`config.mk`:
```
export PLATFORM = sky130hd
export DESIGN_NAME = mips_fetch_stage
export DESIGN_NICKNAME = d
export VERILOG_FILES = /design/src/rtl/mips_pkg.sv /design/src/rtl/if_id_reg.sv /design/src/rtl/mips_fetch_stage.sv
export SDC_FILE = /design/constraint.sdc
export NUM_CORES = 1
export LEC_CHECK = 0
export ABC_CLOCK_PERIOD_IN_PS = 2100
export CAP_MARGIN = 10
export CELL_PAD_IN_SITES_DETAIL_PLACEMENT = 2
export CELL_PAD_IN_SITES_GLOBAL_PLACEMENT = 2
export CORE_MARGIN = 1
export CORE_UTILIZATION = 26
export CTS_CLUSTER_DIAMETER = 150
export DETAILED_ROUTE_END_ITERATION = 10
export HOLD_SLACK_MARGIN = 0.1
export PLACE_DENSITY_LB_ADDON = 0.1
export RECOVER_POWER = 25
export SLEW_MARGIN = 20
export SYNTH_ARGS = -nofsm -noshare
export SYNTH_HDL_FRONTEND = slang
export SYNTH_HIERARCHICAL = 1
export SYNTH_SLANG_ARGS = --single-unit
```
`constraint.sdc`:
```
create_clock -name clk -period 2.1 [get_ports clk]
set_input_delay 0.42 -clock clk [delete_from_list [all_inputs] [get_ports clk]]
set_output_delay 0.42 -clock clk [all_outputs]
set_load 0.05 [all_outputs]
```
`src/rtl/mips_pkg.sv`:
```
// Shared types and constants for the MIPS32 fetch stage.
package mips_pkg;

    typedef enum logic [1:0] {
        BOOT = 2'd0,
        RUN  = 2'd1,
        HALT = 2'd2
    } fetch_state_t;

    localparam logic [31:0] NOP_INSTR  = 32'h0000_0000;
    localparam logic [31:0] WORD_BYTES = 32'd4;

    // Redirect targets are forced onto a word boundary.
    function automatic logic [31:0] align_word(input logic [31:0] addr);
        return addr & ~(WORD_BYTES - 32'd1);
    endfunction

endpackage

```
`src/rtl/if_id_reg.sv`:
```
// IF/ID pipeline register: async reset, enable acts as stall, flush loads a bubble and beats stall.
module if_id_reg
    import mips_pkg::*;
(
    input  logic        clk,
    input  logic        rst_n,
    input  logic        en_i,
    input  logic        flush_i,
    input  logic [31:0] instr_i,
    input  logic [31:0] pc_plus4_i,
    output logic [31:0] instr_o,
    output logic [31:0] pc_plus4_o,
    output logic        valid_o
);

    logic [31:0] instr_q, instr_d;
    logic [31:0] pc_plus4_q, pc_plus4_d;
    logic        valid_q, valid_d;

    always_comb begin
        instr_d    = instr_q;
        pc_plus4_d = pc_plus4_q;
        valid_d    = valid_q;
        if (flush_i) begin
            instr_d    = NOP_INSTR;
            pc_plus4_d = 32'd0;
            valid_d    = 1'b0;
        end else if (en_i) begin
            instr_d    = instr_i;
            pc_plus4_d = pc_plus4_i;
            valid_d    = 1'b1;
        end
    end

    always_ff @(posedge clk or negedge rst_n) begin
        if (!rst_n) begin
            instr_q    <= NOP_INSTR;
            pc_plus4_q <= 32'd0;
            valid_q    <= 1'b0;
        end else begin
            instr_q    <= instr_d;
            pc_plus4_q <= pc_plus4_d;
            valid_q    <= valid_d;
        end
    end

    assign instr_o    = instr_q;
    assign pc_plus4_o = pc_plus4_q;
    assign valid_o    = valid_q;

endmodule

```
`src/rtl/mips_fetch_stage.sv`:
```
// MIPS32 IF stage: PC register, next-PC mux and BOOT/RUN/HALT control.
// Optional MIPS_FETCH_STATS_EN adds fetch_count / stall_count outputs.
module mips_fetch_stage
    import mips_pkg::*;
#(
    parameter logic [31:0] RESET_PC   = 32'h0000_0000,
    parameter int unsigned IMEM_DEPTH = 256
) (
    input  logic        clk,
    input  logic        rst_n,
    input  logic        stall_f,
    input  logic        flush_d,
    input  logic        pc_src_d,
    input  logic [31:0] pc_target_d,
    output logic [31:0] imem_addr,
    input  logic [31:0] imem_rdata,
    output logic [31:0] pc_f,
    output logic [31:0] instr_d,
    output logic [31:0] pc_plus4_d,
    output logic        valid_d,
    output logic        halted
`ifdef MIPS_FETCH_STATS_EN
    ,
    output logic [31:0] fetch_count,
    output logic [31:0] stall_count
`endif
);

    // 33-bit so a 2^30-word memory does not overflow the bound.
    localparam logic [32:0] IMEM_BYTES = 33'(IMEM_DEPTH) * 33'(WORD_BYTES);

    fetch_state_t state_q, state_d;
    logic [31:0]  pc_q, pc_d;
    logic [31:0]  pc_plus4;
    logic         out_of_range;
    logic         ifid_en;
    logic         ifid_flush;

    assign pc_plus4     = pc_q + WORD_BYTES;
    assign out_of_range = ({1'b0, pc_q} >= IMEM_BYTES);

    always_comb begin
        state_d    = state_q;
        pc_d       = pc_q;
        ifid_en    = 1'b0;
        ifid_flush = 1'b0;
        case (state_q)
            BOOT: begin
                ifid_flush = 1'b1;
                state_d    = RUN;
            end
            RUN: begin
                if (stall_f)       pc_d = pc_q;
                else if (pc_src_d) pc_d = align_word(pc_target_d);
                else               pc_d = pc_plus4;
                ifid_en    = !stall_f;
                // An out-of-range fetch never reaches decode, even if not flushed.
                ifid_flush = flush_d || (out_of_range && !stall_f);
                if (out_of_range && !stall_f && !pc_src_d) begin
                    state_d = HALT;
                    pc_d    = pc_q;
                end
            end
            HALT: begin
                ifid_flush = 1'b1;
            end
            default: begin
                state_d = BOOT;
            end
        endcase
    end

    always_ff @(posedge clk or negedge rst_n) begin
        if (!rst_n) begin
            state_q <= BOOT;
            pc_q    <= RESET_PC;
        end else begin
            state_q <= state_d;
            pc_q    <= pc_d;
        end
    end

    if_id_reg u_if_id (
        .clk        (clk),
        .rst_n      (rst_n),
        .en_i       (ifid_en),
        .flush_i    (ifid_flush),
        .instr_i    (imem_rdata),
        .pc_plus4_i (pc_plus4),
        .instr_o    (instr_d),
        .pc_plus4_o (pc_plus4_d),
        .valid_o    (valid_d)
    );

    assign imem_addr = pc_q;
    assign pc_f      = pc_q;
    assign halted    = (state_q == HALT);

`ifdef MIPS_FETCH_STATS_EN
    logic [31:0] fetch_count_q, fetch_count_d;
    logic [31:0] stall_count_q, stall_count_d;

    always_comb begin
        fetch_count_d = fetch_count_q;
        stall_count_d = stall_count_q;
        if (state_q == RUN) begin
            if (stall_f)
                stall_count_d = stall_count_q + 32'd1;
            if (!stall_f && !flush_d && !out_of_range)
                fetch_count_d = fetch_count_q + 32'd1;
        end
    end

    always_ff @(posedge clk or negedge rst_n) begin
        if (!rst_n) begin
            fetch_count_q <= 32'd0;
            stall_count_q <= 32'd0;
        end else begin
            fetch_count_q <= fetch_count_d;
            stall_count_q <= stall_count_d;
        end
    end

    assign fetch_count = fetch_count_q;
    assign stall_count = stall_count_q;
`endif

endmodule

```
======== Word level (Yosys, flattened, before mapping) ========
Cells that the tools add are included.
storage, ports and cells
  output and inout port bits .............. 130
  input bits .............................. 69
  bits in registers ....................... 99
cells by class
  $lt $le $gt $ge ......................... 1
  bitwise gates (word level) .............. 3
  $add $sub $neg .......................... 1
  eq/ne operators ......................... 3
  multiplexer cells ....................... 11
  reductions and logical operators ........ 10
operator list
  operator                 number
  $mux W32                 5
  $add A32 B3 Y32 const B  1
  $ge A32 B11 Y1 const B   1
  $pmux W2 S3              1
  $mux W1                  3
  $not A1 Y1               3
  $reduce_and A3 Y1        1
  $eq A2 B1 Y1 const B     1
  $eq A2 B2 Y1 const B     1
  $logic_and A1 B1 Y1      2
  $logic_not A1 Y1         2
  $logic_not A2 Y1         1
  $mux W2                  1
  $ne A2 B2 Y1 const B     1
  $pmux W1 S2              1
  $reduce_and A2 Y1        1
  $reduce_bool A2 Y1       1
  $reduce_or A2 Y1         1
  $logic_or A1 B1 Y1       1

======== Longest topological paths before layout ========
Gate-level depths: netlist of run 1.
  word-level depth ........................ 5
  mapped depth ............................ 8

======== By module ========
The synthesis of run 1 kept the hierarchy.
by module, submodules not included
  module            instances  area an instance (um^2)  cells each
  if_id_reg         1          2637.5                   209
  mips_fetch_stage  1          2388.5                   287

======== Worst setup path after synthesis of run 1 ========
No wires, ideal clock.
  path kind ............................... register to register
  start ................................... register pc_q[10], in the netlist imem_addr[10]
  end ..................................... register u_if_id.pc_plus4_q[23], in the netlist u_if_id/pc_plus4_o[23]
  arrival time ............................ 2113 ps
  period minus slack after synthesis ...... 2245 ps
  stages on the path, launching flop included .. 9
  slack ................................... -145 ps
  buffers on the path ..................... 2
  data required time ...................... 1968 ps
  path through ............................ dfrtp_1 clkbuf_1 nand3_1 nor4_1 buf_2 nand4_1 xnor2_1 mux2i_1 nor2_1
on the way
  elaborated cells between the ends (all ways) .. 8
  classes of those cells .................. 1 x add/sub; 1 x order compare; 3 x mux; 3 x reduce/logical
RTL lines
  element                 line                    source
  start, declared         mips_fetch_stage.sv:33  logic [31:0] pc_q, pc_d;
  start signal, assigned  mips_fetch_stage.sv:79  pc_q <= pc_d;
  $add A32 B3 Y32         mips_fetch_stage.sv:39  assign pc_plus4 = pc_q + WORD_BYTES;
  via pc_plus4[23]        mips_fetch_stage.sv:34  logic [31:0] pc_plus4;
  $mux W32                if_id_reg.sv:28         end else if (en_i) begin
  $mux W32                if_id_reg.sv:24         if (flush_i) begin
  end signal, assigned    if_id_reg.sv:42         pc_plus4_q <= pc_plus4_d;
  end, declared           if_id_reg.sv:17         logic [31:0] pc_plus4_q, pc_plus4_d;
The timed path passes the listed nets, and every way through them passes these cells. The select of a mux whose other input is x is not followed.
A chain may end at the register's enable or synchronous reset.

======== Worst setup path after layout of run 1 ========
  start ................................... register pc_q[11], in the netlist imem_addr[11]
  end ..................................... output port pc_f[11]
RTL lines
  element        line                    source
  end, declared  mips_fetch_stage.sv:17  output logic [31:0] pc_f,
No word-level cell between the ends.

==> run_results.csv, run 1 <==
group,metric,value,unit
cts,cts_tree,"done",
sta,tightest_slew,0.902,ns
hold_path,hold_path_depth,2,
worst_setup_path,critical_path_required,1.68,ns
power_and_ir_drop,p_int,0.00486,W
floorplanning,start_util,0.267,
route,viasPerCell,4.53,
floorplanning,rows,50,
sta,slew_headroom,0.398,
cts,cts_buffers,9,
power_and_ir_drop,p_seq_frac,0.281,
cts,clkLatencyLatePin,0.36,ns
worst_setup_path,critPathTopFamily,"buffers and inverters",
global_routing,grt_pass1_wl,26700,um
worst_setup_path,crit_type,"flop to output pin",
worst_setup_path,r2r-start,"imem_addr[16]",
worst_setup_path,crit_chain,"clkdlybuf4s50_1",
sta,setup_tns,0,ns
synthesis,synth_edf_count,0,
layout,fill_cells,2019,
sta,setup_viol,0,
placed_design,port_buffers,192,
placed_design,gp_congestion,0.719,
sta,slew_viol_final,0,
synthesis,ys_async_sr_fraction,1.00,
route,avgRoutedWirePerCell,17.4,um
route,remaining_drc_errors,0,
sta,fin_worst_skew,0.0152,ns
power_and_ir_drop,total_leakage_power,3.43,nW
cts,htree_levels,3,
power_and_ir_drop,cellPowerDensity,1190,nW/um^2
cts,clockBufferDepth,2,
power_and_ir_drop,clkPwrFrac,0.202,
synthesis,synth.ff_latch_count,97,
route,drtIter0Drc,138,
cts,clk_pin_slew,0.07,ns
global_routing,grt_start_max_net_pins,38,
layout,final_nets,768,
route,vias,4361,
synthesis,ys.flop_type,"dfrtp_1",
route,finalWirelength,16800,um
cts,cts_setup_buffers,0,
hold_path,hp-class,"flop to flop",
worst_setup_path,rrSetupSlack,0.18,ns
worst_setup_path,crit_arrival,1.61,ns
hold_path,hp-start,"u_if_id/valid_o",
layout,drive_above_1_share,0.184,
synthesis,seq_area_frac_synth,0.483,
route,dr.pass1.iters,4,
worst_setup_path,r2r_end,"u_if_id/instr_o[7]",
floorplanning,die_h,141,um
global_routing,grt_pass1_vias,4844,
flow_run,cap_violations,0,
cts,clock-sinks,97,
worst_setup_path,slowest_stage,"clkdlybuf4s50_1",
sta,final_hold_viol_count,0,
synthesis,synth_cells,496,
synthesis,ys_warn_count,6,
sta,final.min_clock_period,2.03,ns
placed_design,place_inst,945,
global_routing,grt_usage,0.176,
hold_path,holdPathEnd,"u_if_id/valid_o",
floorplanning,core,18800,um^2
power_and_ir_drop,power.share.combinational,0.517,
sta,max_freq,492,MHz
layout,syn_to_final_growth,51.2,%
worst_setup_path,reg2regPathDepth,7,
layout,antenna_cells,0,
power_and_ir_drop,switchingPower,0.00419,W
route,ant_nets,0,
run_status,outcome,"complete, no violations",
placed_design,hpwl,12500,um
worst_setup_path,cp-end-kind,"output pin",
sta,period_share,0.968,
power_and_ir_drop,peakVddDrop,0.000540,V
synthesis,ys_types,50,
layout,final_cells,962,
floorplanning,dieArea,19900,um^2
global_routing,antenna_found_initial,0,
synthesis,avgSynthCellArea,10.1,um^2
global_routing,grt_remaining_overflow,0,
sta,rsz0062_at_grt,"no",
floorplanning,die_w,141,um
worst_setup_path,crit_buf_inv,1,
floorplanning,num_io_pins,199,
power_and_ir_drop,p_sw_frac,0.463,
worst_setup_path,slowest_delay,0.82,ns
worst_setup_path,cp-start-kind,"flop",
synthesis,synth_area,5030,um^2
worst_setup_path,cp_max_fo,7,
cts,cts_root_buffer,"clkbuf_16",
synth_stat cells, types with 3 or more instances:
cell	n	area [um^2]
xor2_1	6	52.6
and3_1	6	37.5
nor4_1	3	18.8
o22ai_1	4	25.0
nor4_2	3	37.5
xnor2_1	22	193
buf_8	5	75.1
nand2_1	66	248
buf_4	35	263
nor3_1	4	20.0
buf_2	7	35.0
dfrtp_1	97	2430
nor2_1	77	289
nand4_1	8	50.1
inv_1	13	48.8
mux2i_1	65	651
or2_2	4	25.0
clkbuf_1	11	41.3
o311ai_0	3	26.3
nand3_1	17	85.1
sequential cells by signal, indices dropped and copies added (netlist names):
name,count
u_if_id/instr_o,32
u_if_id/pc_plus4_o,32
imem_addr,30
state_q,2
u_if_id/valid_o,1
through the flow:
step	cell area (um^2)	hold slack (ns)	power (W)	utilization	setup slack, ns
after global placement	7280	0.407	0.00733	0.387	-0.131
after floorplan	5070	0.124	0.00587	-	-0.0000502
final	7600	0.494	0.00905	0.403	0.0662
after global routing	7600	0.527	0.00951	0.403	0.0111
after detailed placement	7280	0.413	0.00744	0.387	-0.170
after CTS	7580	0.502	0.00920	0.403	0.00295
layout by cell type (no fill, tap or decap), types with 2 or more instances in the layout:
master | netlist | final
a21oi_1 | 2 | 2
a221oi_1 | 2 | 2
a2bb2oi_1 | 2 | 2
and3_1 | 6 | 6
buf_12 | 0 | 5
buf_4 | 35 | 74
bufinv_16 | 0 | 2
clkbuf_1 | 11 | 3
clkbuf_16 | 0 | 9
clkdlybuf4s50_1 | 0 | 132
clkinvlp_4 | 0 | 2
conb_1 | 1 | 6
dfrtp_1 | 97 | 84
dfrtp_2 | 0 | 13
dlygate4sd2_1 | 0 | 22
dlymetal6s2s_1 | 0 | 9
ha_1 | 2 | 2
inv_1 | 13 | 12
mux2_4 | 2 | 2
mux2i_1 | 65 | 65
nand2_1 | 66 | 66
nand2b_1 | 2 | 2
nand3_1 | 17 | 17
nand4_1 | 8 | 8
nor2_1 | 77 | 76
nor3_1 | 4 | 3
nor4_1 | 3 | 2
nor4_2 | 3 | 4
nor4_4 | 2 | 2
o211ai_1 | 2 | 2
o22ai_1 | 4 | 4
o311ai_0 | 3 | 2
or2_2 | 4 | 4
or4_1 | 2 | 2
xnor2_1 | 22 | 22
xor2_1 | 6 | 6
worst reg2reg max path, delay by kind of cell (launching register included):
kind | cells | cell delay [ns]
simple gates | 4 | 0.83
buf+inv | 2 | 0.45
compound gates | 1 | 0.16
flops | 1 | 0.41
power by group through the flow:
stage / combinational (W) / clock [W] / sequential [W]
after detailed placement: 0.00485 / 0 / 0.00259
after global placement: 0.00477 / 0 / 0.00256
final: 0.00468 / 0.00183 / 0.00254
after global routing: 0.00495 / 0.00195 / 0.00260
after CTS: 0.00476 / 0.00189 / 0.00255
after floorplan: 0.00219 / 0 / 0.00367
metal layers:
layer / global-route usage / vias up / wire length (um)
met1: 0.222 / 2198 / 7520
li1: - / 2023 / -
met4: 0.0601 / 0 / 228
met5: 0 / - / 0
met2: 0.305 / 130 / 8320
met3: 0.0282 / 10 / 706
logic make-up after synthesis:
kind of cell | count (synthesis) | synth area share
AOI/OAI and AO/OA | 25 | 0.0416
and+or+nand+nor | 202 | 0.188
xor gates and xnor gates | 28 | 0.0488
adders and majority gates | 2 | 0.00498
buffers and inverters | 74 | 0.0973
other | 1 | 0.000746
DFF | 97 | 0.483
muxes | 67 | 0.135
how the worst max path moves through the flow:
stage	startpoint	to	slack [ns]	cells after the start
2_1_floorplan	imem_addr[8]	u_if_id/pc_plus4_o[23]	-0.00005	7
3_3_place_gp	stall_f	imem_addr[7]	-0.13	7
3_5_place_dp	stall_f	imem_addr[7]	-0.17	7
4_1_cts	imem_addr[10]	pc_f[10]	0.003	1
5_1_grt	imem_addr[11]	pc_f[11]	0.01	1
6_report	imem_addr[11]	pc_f[11]	0.07	1
what timing repair did:
item                       in CTS  in global routing
hold endpoints to repair       28                  0
setup endpoints to repair      22                  9
gates resized for setup        22                  9
hold buffers                    1                  0
layout make-up:
class	count	area, um^2	area share
Clock buffer	11	243	0.0319
Clock inverter	5	80.1	0.0105
Inverter	13	51.3	0.00675
Multi-Input combinational cell	330	2150	0.283
Sequential cell	97	2440	0.322
Tap cell	260	325	0.0428
Timing Repair Buffer	246	2300	0.303
No activity file was read; power rests on OpenSTA's default activity.
==> run 2: changes to the inputs <==
==> constraint.sdc (replaced) <==
create_clock -name clk -period 2.1 [get_ports clk]
set_input_delay 0.21 -clock clk [delete_from_list [all_inputs] [get_ports clk]]
set_output_delay 0.21 -clock clk [all_outputs]
set_load 0.05 [all_outputs]
==> run_results.csv, run 2 (same netlist as run 1, synthesis figures left out) <==
group,metric,value,unit
global_routing,grt_remaining_overflow,0,
layout,antenna_cells,0,
placed_design,port_buffers,192,
worst_setup_path,worstSetupStartpoint,"imem_addr[23]",
worst_setup_path,crit_chain,"buf_4, clkdlybuf4s50_1",
global_routing,grt_start_max_net_pins,49,
floorplanning,die_h,141,um
cts,cts_tree,"done",
cts,htree_levels,3,
hold_path,hp-class,"input pin to flop",
flow_run,cap_violations,0,
worst_setup_path,cp-start-kind,"flop",
worst_setup_path,crit_arrival,1.75,ns
worst_setup_path,critPathTopFamily,"buffers and inverters",
floorplanning,die_w,141,um
layout,fill_cells,2027,
worst_setup_path,cp-end-kind,"output pin",
sta,final_hold_viol_count,0,
floorplanning,core,18800,um^2
route,avgRoutedWirePerCell,17.6,um
sta,postLayoutSetupSlackWorst,0.140,ns
worst_setup_path,critical_path_required,1.89,ns
cts,cts_buffers,9,
global_routing,use_met1,0.219,
placed_design,hpwl,12500,um
global_routing,grt_pass1_vias,5019,
sta,slew_viol_final,0,
cts,clk_pin_slew,0.07,ns
hold_path,hp-start,"pc_target_d[31]",
global_routing,grt_pass1_wl,27400,um
layout,final_cell_mix,"clkdlybuf4s50_1 (190), dfrtp_1 (84), nor2_1 (76), nand2_1 (66), mux2i_1 (65)",
floorplanning,rows,50,
power_and_ir_drop,total_leakage_power,3.23,nW
sta,final.min_clock_period,1.96,ns
floorplanning,start_util,0.267,
sta,max_freq,510,MHz
route,vias,4338,
cts,clock-sinks,97,
worst_setup_path,r2r-start,"imem_addr[6]",
sta,period_share,0.933,
global_routing,antenna_found_initial,0,
sta,tightest_slew,1.14,ns
route,ant_nets,0,
cts,cts_root_buffer,"clkbuf_16",
route,viasPerCell,4.54,
route,remaining_drc_errors,0,
floorplanning,num_io_pins,199,
placed_design,place_ws,0.0137,ns
global_routing,use_met2,0.314,
global_routing,grt_use_met3,0.0299,
power_and_ir_drop,peakVddDrop,0.000588,V
sta,rsz0062_at_grt,"no",
layout,syn_to_final_growth,51.4,%
worst_setup_path,crit_type,"flop to output pin",
route,drtIter0Drc,136,
layout,final_cells,956,
worst_setup_path,crit_buf_inv,2,
route,finalWirelength,16800,um
run_status,outcome,"complete, no violations",
cts,clkLatencyLatePin,0.35,ns
sta,fin_hold_ws,0.382,ns
worst_setup_path,cp_max_fo,6,
layout,final_nets,762,
global_routing,grt_usage,0.179,
placed_design,gp_congestion,0.717,
route,dr.pass1.iters,4,
sta,slew_headroom,0.239,
global_routing,busiest_layer,"met2",
layout,drive_above_1_share,0.142,
layout,layout_commonest_cell,"clkdlybuf4s50_1",
placed_design,place_inst,939,
cts,clockBufferDepth,2,
sta,setup_viol,0,
floorplanning,dieArea,19900,um^2
sta,fin_worst_skew,0.00665,ns
worst_setup_path,slowest_stage,"clkdlybuf4s50_1",
worst_setup_path,slowest_delay,0.81,ns
power_and_ir_drop,cellPowerDensity,1200,nW/um^2
[run 2: what timing repair did]
| item | 4_1_cts | 5_1_grt |
|---|---|---|
| gates resized for setup | 0 | 1 |
| hold buffers | 1 | 0 |
| hold endpoints to repair | 40 | 0 |
| endpoints found under the setup margin | 0 | 1 |
| buffers inserted | 0 | 0 |
[run 2: layer usage]
layer | up-vias | routed length, um
met5 | - | 0
met4 | 0 | 285
met3 | 18 | 699
met2 | 140 | 8320
met1 | 2169 | 7470
li1 | 2011 | -
[run 2: metrics by stage]
step                utilization  cell area [um^2]  setup TNS, ns  power [W]
floorplan                     -              5070     -0.0000502    0.00587
global placement          0.388              7300              0    0.00736
detailed placement        0.388              7300              0    0.00747
CTS                       0.405              7620              0    0.00925
global route              0.404              7610              0    0.00957
finish                    0.404              7610              0    0.00911
[run 2: final cells by class]
cell class	instances	area [um^2]	share of cell area
flip-flops and latches	97	2440	0.321
repair buffers	240	2330	0.306
multi-input cells	330	2150	0.283
well taps	260	325	0.0428
clock buffers	10	239	0.0314
clock inverters	6	66.3	0.00872
inverters	13	51.3	0.00674
[run 2: power by group]
group	internal [W]	switching, W
clock network	0.000959	0.000760
registers	0.00219	0.000358
logic	0.00174	0.00310
[run 2: path summary, 6_finish.rpt]
kind                                           to  slack (ns)  cells past startpoint
setup / recovery                    imem_addr[23]        0.14                      2
hold / removal                      imem_addr[31]        0.38                      3
setup reg to reg           u_if_id/pc_plus4_o[24]        0.16                      7
hold reg to reg                   u_if_id/valid_o        0.51                      2
max in group asynchronous           imem_addr[10]        0.39                      3
min in group asynchronous     u_if_id/instr_o[19]        0.60                      2
[run 2: tightest hold or removal path: stages]
cell	delay [ns]
clkdlybuf4s50_1	0.40
nand2_1	0.06
nand2_1	0.04
==> run 3: changes to the inputs <==
--- a/config.mk
+++ b/config.mk
@@ -13,6 +13,7 @@
 export CORE_UTILIZATION = 26
 export CTS_CLUSTER_DIAMETER = 150
 export DETAILED_ROUTE_END_ITERATION = 10
+export GPL_TIMING_DRIVEN = 0
 export HOLD_SLACK_MARGIN = 0.1
 export PLACE_DENSITY_LB_ADDON = 0.1
 export RECOVER_POWER = 25
==> run_results.csv, run 3 (same netlist as run 1, synthesis figures left out) <==
group,metric,value,unit
power_and_ir_drop,total_power,0.00949,W
placed_design,hpwl,12700,um
global_routing,grt_usage,0.182,
floorplanning,start_util,0.267,
placed_design,port_buffers,192,
floorplanning,num_io_pins,199,
worst_setup_path,cp-end-kind,"output pin",
global_routing,grt_pass1_wl,27800,um
floorplanning,die_w,141,um
route,drtIter0Drc,149,
sta,max_freq,491,MHz
layout,fin_area,7930,um^2
flow_run,cap_violations,0,
global_routing,grt_remaining_overflow,0,
sta,fin_worst_skew,0.00850,ns
route,dr.pass1.iters,4,
power_and_ir_drop,switchingPower,0.00428,W
worst_setup_path,crit_type,"flop to output pin",
cts,clock-sinks,97,
worst_setup_path,critPathTopFamily,"buffers and inverters",
sta,slew_viol_final,0,
power_and_ir_drop,total_leakage_power,3.43,nW
floorplanning,dieArea,19900,um^2
layout,layout_commonest_cell,"clkdlybuf4s50_1",
worst_setup_path,critical_path_required,1.89,ns
power_and_ir_drop,p_int,0.00520,W
worst_setup_path,r2r-start,"imem_addr[31]",
power_and_ir_drop,clkPwrFrac,0.188,
worst_setup_path,slowest_stage,"clkdlybuf4s50_1",
global_routing,grt_pass1_vias,4985,
floorplanning,core,18800,um^2
hold_path,hp-start,"pc_target_d[23]",
cts,clkLatencyLatePin,0.34,ns
worst_setup_path,cp-start-kind,"flop",
hold_path,hold_path_depth,3,
layout,syn_to_final_growth,57.7,%
worst_setup_path,crit_chain,"buf_4, buf_4, clkdlybuf4s50_1",
route,viasPerCell,4.52,
worst_setup_path,rrSetupSlack,0.14,ns
worst_setup_path,slowest_delay,0.78,ns
layout,drive_above_1_share,0.181,
cts,cts_root_buffer,"clkbuf_16",
worst_setup_path,r2r_end,"u_if_id/pc_plus4_o[10]",
worst_setup_path,crit_arrival,1.83,ns
route,remaining_drc_errors,0,
route,vias,4455,
route,finalWirelength,17300,um
power_and_ir_drop,peakVddDrop,0.000624,V
cts,htree_levels,3,
global_routing,antenna_found_initial,0,
route,ant_nets,0,
layout,antenna_cells,0,
cts,cts_buffers,9,
layout,final_cell_mix,"clkdlybuf4s50_1 (185), dfrtp_1 (78), nor2_1 (77), nand2_1 (66), mux2i_1 (65)",
hold_path,holdPathEnd,"imem_addr[23]",
floorplanning,die_h,141,um
placed_design,gp_congestion,0.725,
run_status,outcome,"complete, no violations",
sta,final.min_clock_period,2.04,ns
cts,clk_pin_slew,0.07,ns
power_and_ir_drop,cellPowerDensity,1200,nW/um^2
hold_path,hp-class,"input pin to flop",
worst_setup_path,crit_buf_inv,3,
floorplanning,rows,50,
worst_setup_path,reg2regPathDepth,7,
power_and_ir_drop,p_sw_frac,0.451,
sta,period_share,0.970,
route,avgRoutedWirePerCell,17.6,um
layout,final_nets,791,
sta,final_hold_viol_count,0,
sta,setup_viol,0,
worst_setup_path,cp_common_cell,"buf_4",
cts,clockBufferDepth,2,
cts,cts_tree,"done",
worst_setup_path,cp_max_fo,7,
global_routing,grt_start_max_net_pins,50,
sta,tightest_slew,1.37,ns
power_and_ir_drop,power.share.combinational,0.516,
placed_design,postPlaceCellArea,7340,um^2
power_and_ir_drop,p_seq_frac,0.297,
sta,slew_headroom,0.0846,
run 3: per-stage QoR:
stage                     std cells   util  hold WS, ns  setup TNS (ns)  setup WS (ns)
after detailed placement        954  0.390        0.200          -27.00         -0.416
after global routing            985  0.421        0.390         -0.0132       -0.00963
after floorplan                 501      -      -0.0856      -0.0000502     -0.0000502
after CTS                       979  0.416        0.376               0        0.00275
final                           985  0.421        0.385               0         0.0628
after global placement          953  0.388        0.460         -337.85          -3.61
run 3: repair_timing:
| action | CTS | global route |
|---|---|---|
| hold buffers | 1 | 0 |
| pin swaps | 6 | 3 |
| cloned | 0 | 0 |
| hold endpoints to repair | 48 | 0 |
| endpoints found under the setup margin | 86 | 68 |
| setup buffers | 10 | 8 |
| gates resized for setup | 20 | 25 |
run 3: worst max-delay path by stage:
stage,startpoint,end,slack (ns),cells past startpoint
finish,imem_addr[2],pc_f[2],0.06,3
global route,imem_addr[2],u_if_id/pc_plus4_o[29],-0.01,9
CTS,imem_addr[29],pc_f[29],0.003,2
detailed placement,imem_addr[10],u_if_id/pc_plus4_o[18],-0.42,8
global placement,rst_n,imem_addr[12],-3.61,1
floorplan,imem_addr[8],u_if_id/pc_plus4_o[23],-0.00005,7
run 3: power groups by stage:
stage	Combinational [W]	Clock, W	Sequential (W)
6_report	0.00489	0.00178	0.00281
5_1_grt	0.00517	0.00190	0.00290
4_1_cts	0.00485	0.00184	0.00279
3_5_place_dp	0.00477	0	0.00278
3_3_place_gp	0.00468	0	0.00275
2_1_floorplan	0.00219	0	0.00367
run 3: worst register-to-register path: stages (launching register included):
cell and delay, ns:
dfrtp_1 0.48, nor4_4 0.38, nand2_2 0.21, nor2_1 0.14
o311ai_1 0.12, buf_4 0.21, clkbuf_4 0.21, nor2_1 0.15
run 3: cell type report:
| type | count | area, um^2 |
|---|---|---|
| Buffer | 57 | 454 |
| Sequential cell | 97 | 2450 |
| Multi-Input combinational cell | 330 | 2230 |
| Fill cell | 1976 | 10900 |
| Clock inverter | 3 | 65.1 |
| Clock buffer | 13 | 250 |
| Timing Repair Buffer | 212 | 2100 |
| Inverter | 13 | 48.8 |
| Tap cell | 260 | 325 |
run 3: layer usage:
metal	routed length, um	track usage
met1	7680	0.229
met5	0	0
met4	274	0.0612
met2	8510	0.310
met3	856	0.0370
==> RTL edit 1 (config.mk and constraints of run 3) <==
Add an input register stage for `pc_target_d`; this delays it by one clock. The other inputs are not delayed to match.
--- a/src/rtl/mips_fetch_stage.sv
+++ b/src/rtl/mips_fetch_stage.sv
@@ -30,4 +30,10 @@
     localparam logic [32:0] IMEM_BYTES = 33'(IMEM_DEPTH) * 33'(WORD_BYTES);
 
+    logic [31:0] pc_target_d_q;
+
+    always_ff @(posedge clk) begin
+        pc_target_d_q <= pc_target_d;
+    end
+
     fetch_state_t state_q, state_d;
     logic [31:0]  pc_q, pc_d;
@@ -52,5 +58,5 @@
             RUN: begin
                 if (stall_f)       pc_d = pc_q;
-                else if (pc_src_d) pc_d = align_word(pc_target_d);
+                else if (pc_src_d) pc_d = align_word(pc_target_d_q);
                 else               pc_d = pc_plus4;
                 ifid_en    = !stall_f;
Formal check against the unedited RTL: not equivalent (Yosys sat finds a counterexample within 4 cycles, from zero or initial values and one cycle with rst_n low).
==> RTL edit 1 against run 3 <==
Clock skew is essentially flat. Routed wire length is 3.5% higher. Total power rose by 20%. Count of clock-buffer cells in the layout is 5 higher. Combinational power increased by 4.5%. Worst hold slack worse by 56 ps. Cell area increased by 11%. Sequential cell count is 30 higher. Synthesized area is 8.7% higher. Via count increased by 3.8%. Worst setup slack got worse by 27 ps. Critical path depth is 1 lower. Sequential share of layout area grew 3.7 points. Critical endpoint is now pc_f[22].
==> RTL edit 1: results (changes against run 3) <==
Area after DPL: 0.00780 mm^2 (was 0.00734 mm^2)
post-synthesis compound-gate area fraction: 2.63% (was 4.16%)
Post-synth ARST share: 76.4% (was 100%)
met2 Use GR: 28.8% (was 31.0%)
power share of the clock group: 24.9% (was 18.8%)
DP Cell Count: 983 (was 954)
clock skew: 8.42 ps (was 8.50 ps)
initial antenna violation count: 2 (was 0)
share of cells above drive strength 1: 22.4% (was 18.1%)
Final Wtd Congestion: 0.746 (was 0.725)
Finished Cell Area: 0.00882 mm^2 (was 0.00793 mm^2)
Comb power frac: 44.7% (was 51.6%)
first-pass GRT wire length: 28,300 um (was 27,800 um)
Syn Area/Cell: 10.6 um^2 (was 10.1 um^2)
status: completed (unchanged)
fin nets: 829 (was 791)
Num CTS Buffers: 17 (was 9)
met1 Resource Use GR: 21.1% (was 22.9%)
clk_lat worst skew: 420 ps (was 340 ps)
Worst-Margin Slew: 989 ps (was 1370 ps)
sequential element share of the synthesized area: 55.4% (was 48.3%)
die area: 0.0216 mm^2 (was 0.0199 mm^2)
via count: 4,625 (was 4,455)
top post-synthesis cells by area: dfrtp_1 44%, mux2i_1 12%, dfxtp_1 11% (was dfrtp_1 48%, mux2i_1 13%, nor2_1 5.8%)
H-tree depth: 4 (was 3)
maximum vdd drop: 0.591 mV (was 0.624 mV)
switching part of the total power: 43.7% (was 45.1%)
DP HPWL: 12,900 um (was 12,700 um)
top cells by count, synth: 97 x dfrtp_1, 78 x nand2_1, 78 x nor2_1 (was 97 x dfrtp_1, 77 x nor2_1, 66 x nand2_1)
All-Layer GR Usage: 17.1% (was 18.2%)
Leakage: 3.90 nW (was 3.43 nW)
CP Data Arrival Time: 1850 ps (was 1830 ps)
portion of netlist area occupied by mux cells: 11.7% (was 13.5%)
largest net degree at the start of global routing: 64 (was 50)
synth unique cells: 42 (was 50)
DR WL/cell: 17.2 um (was 17.6 um)
DR iter-0 viols: 82 (was 149)
met3 Usage GRT: 5.00% (was 3.70%)
Synth Area in XOR/XNOR: 4.49% (was 4.88%)
-- RTL edit 1: changes by cell type in the layout (fill, tap and decap cells not counted), moves of 9 or more --
cell,before,now
clkbuf_16,9,18
dfxtp_1,0,30
nand2_1,66,76
dlygate4sd3_1,1,31
dlygate4sd2_1,1,11
clkdlybuf4s50_1,185,140
nor2_2,0,11
nor2_1,77,66
-- RTL edit 1: worst reg2reg max path, stage by stage (launching register included) --
cell	delay, ps
dfrtp_2	500
nor4_4	290
nand4_1	150
buf_6	170
or4_4	420
buf_6	150
nor3b_2	160
a211o_1	120
-- RTL edit 1: layer usage --
layer / up-vias / part of all wire (%)
li1: 2175 / -
met1: 2296 / 43
met2: 139 / 50
met3: 15 / 5.6
met4: 0 / 1.3
met5: - / 0
-- RTL edit 1: area by class of cell --
cell class,instances,share of cell area (%)
inverters,6,0.255
repair buffers,219,24.4
multi-input cells,330,24.8
clock inverters,14,1.39
well taps,270,3.83
clock buffers,18,5.10
diodes,2,0.0567
plain buffers,57,5.59
flip-flops and latches,127,34.6
-- RTL edit 1: through the flow --
| stage | setup slack [ps] | hold WS, ps |
|---|---|---|
| 2_1_floorplan | 12.4 | -85.6 |
| 3_3_place_gp | -3520 | 403 |
| 3_5_place_dp | -395 | 135 |
| 4_1_cts | 0.815 | 208 |
| 5_1_grt | -13.5 | 312 |
| 6_report | 35.9 | 329 |
-- RTL edit 1: cell families (layout without fill, tap and decap cells) --
| logic type | count (synthesis) | in the layout |
|---|---|---|
| AND/OR/NAND/NOR | 211 | 211 |
| flip-flops | 127 | 127 |
| multiplexers | 64 | 64 |
| buffers and inverters | 63 | 314 |
| XOR/XNOR | 28 | 28 |
| AO/OA/AOI/OAI | 19 | 19 |
| adder cells (fa/ha/maj) | 2 | 2 |
| other | 1 | 8 |
-- RTL edit 1: what timing repair did --
| item | CTS | global route |
|---|---|---|
| cloned | 0 | 1 |
| setup buffers | 11 | 13 |
| hold endpoints to repair | 87 | 0 |
| hold buffers | 1 | 0 |
| pin swaps | 3 | 10 |
| gates resized for setup | 42 | 64 |
| setup endpoints to repair | 104 | 86 |
-- RTL edit 1: worst paths after layout --
check / from / endpoint / slack [ps] / depth (start not counted)
min in group asynchronous: rst_n / u_if_id/instr_o[18] / 480 / 2
worst min register to register: pc_target_d_q[25] / imem_addr[25] / 410 / 2
max in group asynchronous: rst_n / imem_addr[17] / 750 / 3
worst max register to register: imem_addr[11] / imem_addr[4] / 80 / 7
worst min-delay path: pc_target_d[30] / pc_target_d_q[30] / 330 / 1
worst max-delay path: imem_addr[22] / pc_f[22] / 40 / 2
==> RTL edit 2 (flow settings as in run 3) <==
Made on the original files. Build with the macro `MIPS_FETCH_STATS_EN` defined.
--- a/src/rtl/mips_fetch_stage.sv
+++ b/src/rtl/mips_fetch_stage.sv
@@ -1,4 +1,6 @@
 // MIPS32 IF stage: PC register, next-PC mux and BOOT/RUN/HALT control.
 // Optional MIPS_FETCH_STATS_EN adds fetch_count / stall_count outputs.
+`define MIPS_FETCH_STATS_EN
+
 module mips_fetch_stage
     import mips_pkg::*;
Formal check against the unedited RTL (old outputs only; new: fetch_count and stall_count): equivalent (equiv_simple and equiv_induct, registers matched by name and starting in step).
==> RTL edit 2 against run 3 <==
The run now ends with setup timing left. Sequential power increased by 49%. Synthesized area up 55%. Worst hold slack worse by 66 ps. Worst setup slack got worse by 300 ps. Critical path depth is 4 higher. Sequential cell count increased by 64. Synthesized cell count is 52% higher. Routed wire length is 60% higher. Global-route usage shrank 0.57 points. Cell area increased by 65%. Sequential share of layout area is 0.22 points higher. Count of clock-buffer cells in the layout up 5. Total power up 45%. Largest power group unchanged. Highest routed layer is now met5.
==> RTL edit 2: results (changes against run 3) <==
status: finished with violations (was completed)
failing checks: setup timing
root buffer cell: clkbuf_16 (unchanged)
Post-synth ARST share: 100% (unchanged)
DR WL met2: 14,000 um (was 8510 um)
top cells by count, synth: 161 x dfrtp_1, 102 x nand2_1, 91 x nor2_1 (was 97 x dfrtp_1, 77 x nor2_1, 66 x nand2_1)
sequential element share of the synthesized area: 51.7% (was 48.3%)
final setup margin: -239 ps (was 62.8 ps)
DR iter-0 viols: 230 (was 149)
Clock Tree Buf Depth: 2 (unchanged)
clock skew: 14.3 ps (was 8.50 ps)
Worst-path clk slew: 70 ps (about the same)
DRT Wirelength: 27,700 um (was 17,300 um)
met2 Use GR: 29.5% (was 31.0%)
maximum fanout along the worst path: 8 (was 7)
met1 Resource Use GR: 23.4% (was 22.9%)
Yosys Warn Count: 6 (unchanged)
fin nets: 1,164 (was 791)
metal3 WL: 1030 um (was 856 um)
Leakage: 5.61 nW (was 3.43 nW)
initial antenna violation count: 2 (was 0)
First-pass DRT Iterations: 4 (unchanged)
synth unique cells: 52 (was 50)
first-pass GRT wire length: 42,300 um (was 27,800 um)
TNS Setup: -9300 ps (was 0 ps)
top post-synthesis cells by area: dfrtp_1 52%, mux2i_1 8.2%, xnor2_1 6.0% (was dfrtp_1 48%, mux2i_1 13%, nor2_1 5.8%)
Worst-Margin Slew: 1160 ps (was 1370 ps)
drt via density: 4.57 (was 4.52)
Buffers on Ports: 256 (was 192)
top routing layer in use: met5 (was met4)
met3 Usage GRT: 2.98% (was 3.70%)
All-Layer GR Usage: 17.6% (was 18.2%)
switching part of the total power: 44.3% (was 45.1%)
DP HPWL: 18,400 um (was 12,700 um)
H-tree depth: 4 (was 3)
CP Data Arrival Time: 2690 ps (was 1830 ps)
largest net degree at the start of global routing: 84 (was 50)
Final Wtd Congestion: 0.711 (was 0.725)
share of cells above drive strength 1: 28.0% (was 18.1%)
vias in the first global route: 7,108 (was 4,985)
Worst Hold Depth: 3 (unchanged)
setup violators final: 85 (was 0)
maximum vdd drop: 0.558 mV (was 0.624 mV)
worst reg2reg path depth: 7 (unchanged)
max incr delay on CP: 630 ps (was 780 ps)
Num CTS Buffers: 17 (was 9)
CP max-delay cell: or4_4 (was clkdlybuf4s50_1)
filler instances: 3,077 (was 1,976)
clk_lat worst skew: 430 ps (was 340 ps)
Metal-1 WL: 12,300 um (was 7680 um)
hold crit path type: primary input to register (unchanged)
-- RTL edit 2: cell count changes in the layout (fill, tap and decap cells not counted), moves of 13 or more --
cell	change
nand2_1	+33
buf_4	+26
nand4_1	+14
xor2_1	+31
nor2_1	-48
clkdlybuf4s50_1	+45
nor2_4	+56
dlygate4sd2_1	+13
clkbuf_16	+14
nor2_2	+13
nand3_1	+14
mux2i_1	-13
dfrtp_1	+54
xnor2_1	+29
-- RTL edit 2: through the flow --
step | instance area (um^2) | hold slack [ps] | instances | setup WS, ps
after floorplan | 8010 | -85.6 | 761 | -219
after global placement | 11100 | 462 | 1407 | -7480
after detailed placement | 11100 | 241 | 1408 | -918
after CTS | 12500 | 296 | 1472 | -279
after global routing | 13100 | 308 | 1495 | -310
final | 13100 | 319 | 1495 | -239
-- RTL edit 2: layout make-up --
| cell class | count | share of cell area (%) |
|---|---|---|
| multi-input combinational | 519 | 31.6 |
| clock inverter | 14 | 0.930 |
| timing repair buffer | 318 | 24.3 |
| sequential | 161 | 31.2 |
| tap | 390 | 3.74 |
| clock buffer | 18 | 3.29 |
| buffer | 60 | 4.56 |
| inverter | 14 | 0.431 |
| antenna | 1 | 0.0192 |
-- RTL edit 2: power by group through the flow --
stage | combinational (mW) | clock, mW | sequential [mW]
final | 6.56 | 3.00 | 4.20
after global routing | 6.89 | 3.24 | 4.27
after detailed placement | 5.57 | 0 | 4.23
after global placement | 5.51 | 0 | 4.22
after floorplan | 2.45 | 0 | 5.31
after CTS | 6.18 | 3.14 | 4.21
-- RTL edit 2: worst max-delay path: cells and delay by family, from the launching register on --
| kind | cells | cell delay [ps] |
|---|---|---|
| AND/OR/NAND/NOR | 4 | 1320 |
| flip-flops | 1 | 470 |
| buffers and inverters | 2 | 290 |
| XOR/XNOR | 1 | 170 |
-- RTL edit 2: repair_timing --
action,CTS,global route
resized for setup,161,102
hold endpoints to repair,78,0
cloned,6,0
hold buffers,1,0
endpoints found under the setup margin,146,133
pin swaps,16,20
buffers inserted,30,25
-- RTL edit 2: final timing paths --
| path | from | end | slack [ps] |
|---|---|---|---|
| worst max-delay path | imem_addr[27] | fetch_count[19] | -240 |
| worst min-delay path | pc_target_d[21] | imem_addr[21] | 320 |
| worst max register to register | imem_addr[27] | fetch_count[19] | -240 |
| worst min register to register | stall_count[31] | stall_count[31] | 470 |
| max in group asynchronous | rst_n | state_q[0] | 90 |
| min in group asynchronous | rst_n | u_if_id/instr_o[15] | 540 |
-- RTL edit 2: logic make-up after synthesis --
family,count (synthesis),share of synthesized area (%)
muxes,66,8.50
xor gates and xnor gates,90,10.1
buffers and inverters,81,6.55
other,1,0.0481
DFF,161,51.7
AOI/OAI and AO/OA,28,2.55
adders and majority gates,4,0.642
and+or+nand+nor,325,19.9
